## src/rtl/mips_ctrl_pkg.sv

```systemverilog
`default_nettype none
// ============================================================================
// Module   : mips_ctrl_pkg
// Brief    : State encodings, opcode/funct constants, ALU control codes
// Revision : 1.0 - initial release
// ============================================================================
package mips_ctrl_pkg;

    typedef enum logic [3:0] {
        S_FETCH    = 4'h0,
        S_DECODE   = 4'h1,
        S_MEMADR   = 4'h2,
        S_MEMREAD  = 4'h3,
        S_MEMWB    = 4'h4,
        S_MEMWRITE = 4'h5,
        S_EXECUTE  = 4'h6,
        S_ALUWB    = 4'h7,
        S_BRANCH   = 4'h8,
        S_ADDIEXEC = 4'h9,
        S_ADDIWB   = 4'hA,
        S_JUMP     = 4'hB,
        S_RESET    = 4'hF
    } state_t;

    typedef enum logic [1:0] {
        ALUOP_ADD   = 2'b00,
        ALUOP_SUB   = 2'b01,
        ALUOP_FUNCT = 2'b10
    } aluop_t;

    localparam logic [5:0] OP_RTYPE = 6'b000000;
    localparam logic [5:0] OP_LW    = 6'b100011;
    localparam logic [5:0] OP_SW    = 6'b101011;
    localparam logic [5:0] OP_BEQ   = 6'b000100;
    localparam logic [5:0] OP_ADDI  = 6'b001000;
    localparam logic [5:0] OP_J     = 6'b000010;

    localparam logic [5:0] FUNCT_ADD = 6'b100000;
    localparam logic [5:0] FUNCT_SUB = 6'b100010;
    localparam logic [5:0] FUNCT_SLT = 6'b101010;
    localparam logic [5:0] FUNCT_MUL = 6'b011100;

    localparam logic [2:0] ALU_NONE = 3'b000;
    localparam logic [2:0] ALU_ADD  = 3'b010;
    localparam logic [2:0] ALU_SUB  = 3'b100;
    localparam logic [2:0] ALU_SLT  = 3'b110;
    localparam logic [2:0] ALU_MUL  = 3'b101;

endpackage : mips_ctrl_pkg
`default_nettype wire

```

## src/rtl/mips_alu_decoder.sv

```systemverilog
`default_nettype none
// ============================================================================
// Module   : mips_alu_decoder
// Brief    : Combinational ALUOp/funct to ALUControl translation
// Revision : 1.0 - initial release
// ============================================================================
module mips_alu_decoder
    import mips_ctrl_pkg::*;
(
    input  logic [5:0] i_funct,
    input  aluop_t     i_aluop,
    output logic [2:0] o_alu_control
);

    always_comb begin
        o_alu_control = ALU_ADD;
        case (i_aluop)
            ALUOP_SUB: o_alu_control = ALU_SUB;
            ALUOP_FUNCT: begin
                case (i_funct)
                    FUNCT_SUB: o_alu_control = ALU_SUB;
                    FUNCT_SLT: o_alu_control = ALU_SLT;
                    FUNCT_MUL: o_alu_control = ALU_MUL;
                    default:   o_alu_control = ALU_ADD;
                endcase
            end
            default: o_alu_control = ALU_ADD;
        endcase
    end

endmodule : mips_alu_decoder
`default_nettype wire

```

## src/rtl/mips_multicycle_controller.sv

```systemverilog
`default_nettype none
// ============================================================================
// Module   : mips_multicycle_controller
// Brief    : Multicycle MIPS control FSM (lw/sw/R-type/beq/addi/j)
// Revision : 1.0 - initial release
// ============================================================================
module mips_multicycle_controller
    import mips_ctrl_pkg::*;
(
    input  logic       clk,
    input  logic       rst_n,
    input  logic [5:0] opcode,
    input  logic [5:0] funct,
    input  logic       zero,
    input  logic       mem_ready,
    output logic       IorD,
    output logic       MemWrite,
    output logic       IRWrite,
    output logic       RegDst,
    output logic       MemtoReg,
    output logic       RegWrite,
    output logic       ALUSrcA,
    output logic       PCEn,
    output logic [1:0] ALUSrcB,
    output logic [1:0] PCSrc,
    output logic [2:0] ALUControl,
    output logic [3:0] state_dbg,
    output logic       instr_done
);

    state_t     r_state;
    state_t     w_next;
    aluop_t     w_aluop;
    logic [2:0] w_alu_ctrl;

    mips_alu_decoder u_alu_decoder (
        .i_funct       (funct),
        .i_aluop       (w_aluop),
        .o_alu_control (w_alu_ctrl)
    );

    always_ff @(posedge clk or negedge rst_n) begin
        if (!rst_n) r_state <= S_RESET;
        else        r_state <= w_next;
    end

    assign state_dbg  = r_state;
    // RESET is the only state that drives ALUControl to zero rather than add
    assign ALUControl = (r_state == S_RESET) ? ALU_NONE : w_alu_ctrl;

    always_comb begin
        w_next     = r_state;
        w_aluop    = ALUOP_ADD;
        IorD       = 1'b0;
        MemWrite   = 1'b0;
        IRWrite    = 1'b0;
        RegDst     = 1'b0;
        MemtoReg   = 1'b0;
        RegWrite   = 1'b0;
        ALUSrcA    = 1'b0;
        PCEn       = 1'b0;
        ALUSrcB    = 2'b00;
        PCSrc      = 2'b00;
        instr_done = 1'b0;

        case (r_state)
            S_RESET: w_next = S_FETCH;
            S_FETCH: begin
                ALUSrcB = 2'b01;
                IRWrite = mem_ready;
                PCEn    = mem_ready;
                if (mem_ready) w_next = S_DECODE;
            end
            S_DECODE: begin
                ALUSrcB = 2'b11;
                case (opcode)
                    OP_LW, OP_SW: w_next = S_MEMADR;
                    OP_RTYPE:     w_next = S_EXECUTE;
                    OP_BEQ:       w_next = S_BRANCH;
                    OP_ADDI:      w_next = S_ADDIEXEC;
                    OP_J:         w_next = S_JUMP;
                    default: begin
                        w_next     = S_FETCH;
                        instr_done = 1'b1;
                    end
                endcase
            end
            S_MEMADR: begin
                ALUSrcA = 1'b1;
                ALUSrcB = 2'b10;
                w_next  = (opcode == OP_SW) ? S_MEMWRITE : S_MEMREAD;
            end
            S_MEMREAD: begin
                IorD = 1'b1;
                if (mem_ready) w_next = S_MEMWB;
            end
            S_MEMWB: begin
                MemtoReg   = 1'b1;
                RegWrite   = 1'b1;
                instr_done = 1'b1;
                w_next     = S_FETCH;
            end
            S_MEMWRITE: begin
                IorD       = 1'b1;
                MemWrite   = 1'b1;
                instr_done = mem_ready;
                if (mem_ready) w_next = S_FETCH;
            end
            S_EXECUTE: begin
                ALUSrcA = 1'b1;
                w_aluop = ALUOP_FUNCT;
                w_next  = S_ALUWB;
            end
            S_ALUWB: begin
                RegDst     = 1'b1;
                RegWrite   = 1'b1;
                instr_done = 1'b1;
                w_next     = S_FETCH;
            end
            S_BRANCH: begin
                ALUSrcA    = 1'b1;
                w_aluop    = ALUOP_SUB;
                PCSrc      = 2'b01;
                PCEn       = zero;
                instr_done = 1'b1;
                w_next     = S_FETCH;
            end
            S_ADDIEXEC: begin
                ALUSrcA = 1'b1;
                ALUSrcB = 2'b10;
                w_next  = S_ADDIWB;
            end
            S_ADDIWB: begin
                RegWrite   = 1'b1;
                instr_done = 1'b1;
                w_next     = S_FETCH;
            end
            S_JUMP: begin
                PCSrc      = 2'b10;
                PCEn       = 1'b1;
                instr_done = 1'b1;
                w_next     = S_FETCH;
            end
            default: w_next = S_RESET;
        endcase
    end

endmodule : mips_multicycle_controller
`default_nettype wire

```

## config.mk

```make
export PLATFORM = sky130hd
export DESIGN_NAME = mips_multicycle_controller
export DESIGN_NICKNAME = d
export VERILOG_FILES = /design/src/rtl/mips_ctrl_pkg.sv /design/src/rtl/mips_alu_decoder.sv /design/src/rtl/mips_multicycle_controller.sv
export SDC_FILE = /design/constraint.sdc
export NUM_CORES = 1
export LEC_CHECK = 0
export BUFFER_PORTS_ARGS = -buffer_cell sky130_fd_sc_hd__buf_4
export CORE_UTILIZATION = 43
export DETAILED_ROUTE_END_ITERATION = 10
export PLACE_DENSITY = 0.77
export SLEW_MARGIN = 20
export SYNTH_ARGS = -nofsm -noshare
export SYNTH_HDL_FRONTEND = slang
export SYNTH_HIERARCHICAL = 1
export SYNTH_SLANG_ARGS = --single-unit
```

## constraint.sdc

```tcl
create_clock -name clk -period 4.3 [get_ports clk]
set_clock_uncertainty 0.1 [all_clocks]
set_input_delay 0.215 -clock clk [delete_from_list [all_inputs] [get_ports clk]]
set_output_delay 0.215 -clock clk [all_outputs]
set_load 0.05 [all_outputs]
```

### Word-level counts from Yosys, hierarchy flattened

Index checks and enable logic that the tools add are counted.

| operators by class | value |
|---|---|
| div/mod/pow operators | 0 |
| shift operators | 0 |
| order comparisons | 0 |
| multiplexer cells | 22 |
| add/sub/neg operators | 0 |
| bitwise logic cells | 0 |
| equal/unequal tests | 25 |
| reductions and logical operators | 11 |
| multipliers | 0 |

Operator list:

| kind | number |
|---|---|
| case mux 4 bit (8 select lines) | 1 |
| equality test 6 bit (second input constant) | 4 |
| equality test 4 bit (second input constant) | 5 |
| case mux 4 bit (5 select lines) | 1 |
| equality test 4 x 3 -> 1 bit (second input constant) | 4 |
| two-way mux 4 bit | 3 |
| OR reduction 6 bit | 2 |
| case mux 3 bit (3 select lines) | 1 |
| equality test 4 x 2 -> 1 bit (second input constant) | 2 |
| two-way mux 1 bit | 8 |
| case mux 2 bit (2 select lines) | 2 |
| equality test 6 x 2 -> 1 bit (second input constant) | 1 |
| equality test 6 x 3 -> 1 bit (second input constant) | 1 |
| equality test 6 x 4 -> 1 bit (second input constant) | 1 |
| equality test 6 x 5 -> 1 bit (second input constant) | 1 |
| logical NOT 6 bit | 1 |
| two-way mux 3 bit | 2 |
| != test 2 bit (second input constant) | 3 |
| case mux 1 bit (3 select lines) | 2 |
| case mux 2 bit (3 select lines) | 1 |
| case mux 3 bit (2 select lines) | 1 |
| OR reduction 2 bit | 3 |
| OR reduction 5 bit | 1 |
| equality test 4 x 1 -> 1 bit (second input constant) | 1 |
| other kinds (6) | 6 |

| storage, ports and cells | value |
|---|---|
| register bits | 4 |
| output and inout port bits | 20 |
| memory bits (writable) | 0 |
| bits in latches | 0 |
| memory bits (read-only) | 0 |
| memories | 0 |

### Logic depth before layout (Yosys ltp)

| logic depth | value |
|---|---|
| word-level depth | 5 |
| mapped depth | 9 |
| mapped depth without buffers | 9 |

### Hierarchy

The synthesis kept the hierarchy.

By module, submodules not included:

| module | instances | area each (µm²) | seq. area each (µm²) | cells an instance |
|---|---|---|---|---|
| mips_multicycle_controller | 1 | 550.5 | 105.1 | 81 |
| mips_alu_decoder | 1 | 116.4 | 0.0 | 15 |

### Worst setup path before layout

Ideal clock, no wire load.

| timing | value |
|---|---|
| kind | register to output |
| from | register r_state[3], in the netlist state_dbg[3] |
| to | output port ALUControl[1] |
| data arrival time | 2.470 ns |
| cell stages (with the launch flop) | 10 |
| buffers on the path | 1 |
| setup slack | 1.515 ns |
| data required time | 3.985 ns |
| cell sequence | dfstp_2 > buf_4 > nand2_1 > nor3_1 > inv_1 > ha_1 > and4b_1 > a22o_1 > a21oi_1 > and2_1 |

| on the way | value |
|---|---|
| longest elaborated chain between the ends | 5 |

Ends and longest elaborated chain:

| what | RTL line | source |
|---|---|---|
| from (decl) | mips_multicycle_controller.sv:31 | `state_t r_state;` |
| from (signal assigned) | mips_multicycle_controller.sv:44 | `else r_state <= w_next;` |
| equality test 4 bit / equality test 4 x 3 -> 1 bit (equally long branches) | mips_multicycle_controller.sv:66 | `case (r_state)` |
| case mux 2 bit (2 select lines) * | mips_multicycle_controller.sv:66 |  |
| net w_aluop[0] | mips_multicycle_controller.sv:33 | `aluop_t w_aluop;` |
| equality test 2 bit / equality test 2 x 1 -> 1 bit (equally long branches) | mips_alu_decoder.sv:17 | `case (i_aluop)` |
| case mux 3 bit (2 select lines) * | mips_alu_decoder.sv:17 |  |
| net w_alu_ctrl[1] | mips_multicycle_controller.sv:34 | `logic [2:0] w_alu_ctrl;` |
| two-way mux 3 bit * | mips_multicycle_controller.sv:49 | `assign ALUControl = (r_state == S_RESET) ? ALU_NONE : w_alu_ctrl;` |
| to (decl) | mips_multicycle_controller.sv:26 | `output logic [2:0] ALUControl,` |

Mark *: on every way through the listed nets, which the timed path passes. The rest lies on a longest branch.

### Worst setup path after layout

| timing | value |
|---|---|
| from | register r_state[3], in the netlist state_dbg[3] |
| to | output port ALUControl[2] |

| on the way | value |
|---|---|
| longest elaborated chain between the ends | 5 |

Ends and longest elaborated chain:

| what | RTL line |
|---|---|
| equality test 4 bit / equality test 4 x 3 -> 1 bit (equally long branches) | mips_multicycle_controller.sv:66 |
| case mux 2 bit (2 select lines) * | mips_multicycle_controller.sv:66 |
| equality test 2 bit / equality test 2 x 1 -> 1 bit (equally long branches) | mips_alu_decoder.sv:17 |
| case mux 3 bit (2 select lines) * | mips_alu_decoder.sv:17 |
| net w_alu_ctrl[2] | mips_multicycle_controller.sv:34 |
| two-way mux 3 bit * | mips_multicycle_controller.sv:49 |

Marked as above.

==> results.json <==
{
  "worst_hold_path.num_cells": 4,
  "dominantRegCellSynth": "dfstp_2",
  "drv_slew": 0,
  "min_from": "opcode[4]",
  "synthSimpleGateAreaFrac_pct": 41.5,
  "post-route-drc-count": 0,
  "die_height_um": 41.4,
  "dpl.hpwl_mm": 1.49,
  "rsz0062_at_grt": "false",
  "drt_iter0_drc": 17,
  "grt_overflow_total": 0,
  "fmax_ghz": 0.329,
  "ant_nets": 0,
  "tightest_slew_ns": 0.435,
  "largest_reg_flops": 4,
  "ys_ff_latch": 4,
  "finalPower_uw": 479,
  "rr_startpoint": "state_dbg[3]",
  "outcome": "complete, no violations",
  "cts_setup_buffers": 0,
  "syn_nets": 114,
  "cts_tree": "done",
  "start_util_pct": 48.8,
  "synth_area_leader_cell": "dfstp_2",
  "place_congestion": 0.775,
  "vias_per_cell": 5.68,
  "synthDistinctLibCells": 41,
  "die_x_um": 41.4,
  "dieArea_mm2": 0.00171,
  "synth_adder_area_share_pct": 3.75,
  "synth_edf_count": 0,
  "final_nets": 149,
  "areaGrowthSynthToFinish_pct": 41.8,
  "routedWlPerCell_um": 13.7,
  "grt_start_max_net_pins": 19,
  "utilization_pct": 69.2,
  "clk_latency_ns": 0.24,
  "io_buffers": 35,
  "synth_compound_area_share_pct": 23.8,
  "crit_required_ns": 3.98,
  "hold_path_class": "in -> reg",
  "yosysTopAreaCellShare_pct": 15.8,
  "vias": 818,
  "synth_xor_area_share_pct": 3.94,
  "synthTopCellsByArea": "dfstp_2, nor3_1, a21oi_1",
  "path_class": "reg -> out",
  "grt_pass1_wl_mm": 2.64,
  "clockBufferDepth": 2,
  "rr_worst_depth": 4,
  "syn_inst": 96,
  "synth_mux_area_share_pct": 3.19,
  "placementRows": 13,
  "cts_num_sinks": 4,
  "core_area_mm2": 0.00137,
  "antenna_cells": 0,
  "routed_wl_mm": 1.98,
  "p_leak_nw": 0.445,
  "vdd_drop_max_v": 0.000266,
  "h-tree-depth": 1,
  "max_cap_violations": 0,
  "hold_violations": 0,
  "yosysSeqAreaShare_pct": 15.8,
  "dp_cells": 140,
  "netlist_area_um2": 667,
  "async_flop_share_pct": 100,
  "cp.arrival_ns": 2.72,
  "groute.usage.overall_pct": 23.8,
  "cp_max_fo": 18,
  "clk_pin_slew_worst_paths_ns": 0.05,
  "power_density_mw_per_mm2": 507,
  "endpoint_kind": "primary output",
  "drive_gt1_share_pct": 36.4,
  "dr.pass1.iters": 4,
  "cts-root-buf": "clkbuf_4",
  "setup_violations": 0,
  "ys_warn_count": 6,
  "whs_ns": 0.181,
  "io_pins": 36,
  "critPathLaunchType": "flop",
  "avgSynthCellArea_um2": 6.95,
  "final.min_clock_period_ns": 3.04,
  "fillCellCount": 128,
  "synth_top_family_by_area": "simple AND/OR/NAND/NOR gates",
  "cp-startpoint": "state_dbg[3]",
  "fin_crit_sh_pct": 70.6,
  "layout.cells.non_filler": 144,
  "slew_headroom_pct": 70.8,
  "tns_ns": 0,
  "grt_antenna_before_repair": 0,
  "cts_buffers": 3,
  "grt_pass1_vias": 636
}
per-layer routing:
layer	up-vias	track usage [%]	share of wire [%]
met3	4	2.66	6.0
met1	371	30.4	43
met4	0	15.3	1.6
met2	31	37.5	49
met5	-	0	0
li1	412	-	-
layout make-up:
class	instances	area, um2	area share, %
repair buffers	36	273	28.8
clock buffers	3	22.5	2.38
multi-input cells	81	508	53.7
inverters	5	18.8	1.98
flip-flops and latches	4	105	11.1
well taps	15	18.8	1.98
final timing paths:
kind                                 end  slack, ns
max                        ALUControl[2]       1.26
min                         state_dbg[3]       0.18
max reg2reg                 state_dbg[2]       2.67
min reg2reg                 state_dbg[3]       0.53
max in group asynchronous   state_dbg[0]       3.65
min in group asynchronous   state_dbg[3]       0.41
synthesized netlist by cell type, types with 2 or more instances:
master and n:
nor2b_1 3, and3_1 2, nand2b_1 3, o21ai_1 2, buf_2 4, nor3_1 8
inv_1 5, nor2_1 7, a21oi_1 6, and2_1 3, buf_4 2, o21ai_0 6
o31ai_1 2, ha_1 2, dfstp_2 4, nand4_1 4, nand2_1 8, xor2_1 2
logic make-up after synthesis:
logic type	after synthesis
DFF	4
xor gates and xnor gates	3
and+or+nand+nor	49
buffers and inverters	11
muxes	2
adders and majority gates	2
AOI/OAI and AO/OA	25
cell usage in the layout, fill, tap and decap left out, types with 2 or more instances in the layout:
| cell type | n |
|---|---|
| o31ai_1 | 2 |
| and2_1 | 3 |
| inv_1 | 5 |
| o21ai_0 | 6 |
| o21ai_1 | 2 |
| nand2_1 | 8 |
| buf_4 | 35 |
| nor3_1 | 8 |
| clkbuf_4 | 3 |
| xor2_1 | 2 |
| nor2_1 | 7 |
| and3_1 | 2 |
| ha_1 | 2 |
| nand4_1 | 4 |
| nor2b_1 | 3 |
| nand2b_1 | 3 |
| dfstp_2 | 4 |
| a21oi_1 | 6 |
repair_timing:
action | 4_1_cts | 5_1_grt
gates resized for setup | 0 | 0
endpoints found under the hold margin | 4 | 0
hold buffers | 1 | 0
stage by stage:
step           worst slack (ns)  instance area (um2)
4_1_cts                    1.27                  946
3_5_place_dp               1.53                  913
5_1_grt                    1.10                  946
2_1_floorplan              1.52                  667
6_report                   1.26                  946
3_3_place_gp               1.63                  913
report_power, final:
part | leakage [nW] | switching (mW) | internal, mW
Clock | 0.0138 | 0.0185 | 0.0314
Sequential | 0.0415 | 0.0403 | 0.0547
Combinational | 0.390 | 0.226 | 0.108
worst max-delay path: stages (launching register included):
cell	delay (ns)
dfstp_2	0.70
nand2_1	0.16
nor3_1	0.37
inv_1	0.09
ha_1	0.24
and4b_1	0.19
a22o_1	0.24
o21ba_1	0.17
and2_1	0.13
buf_4	0.18
No activity file was read; power rests on OpenSTA's default activity.
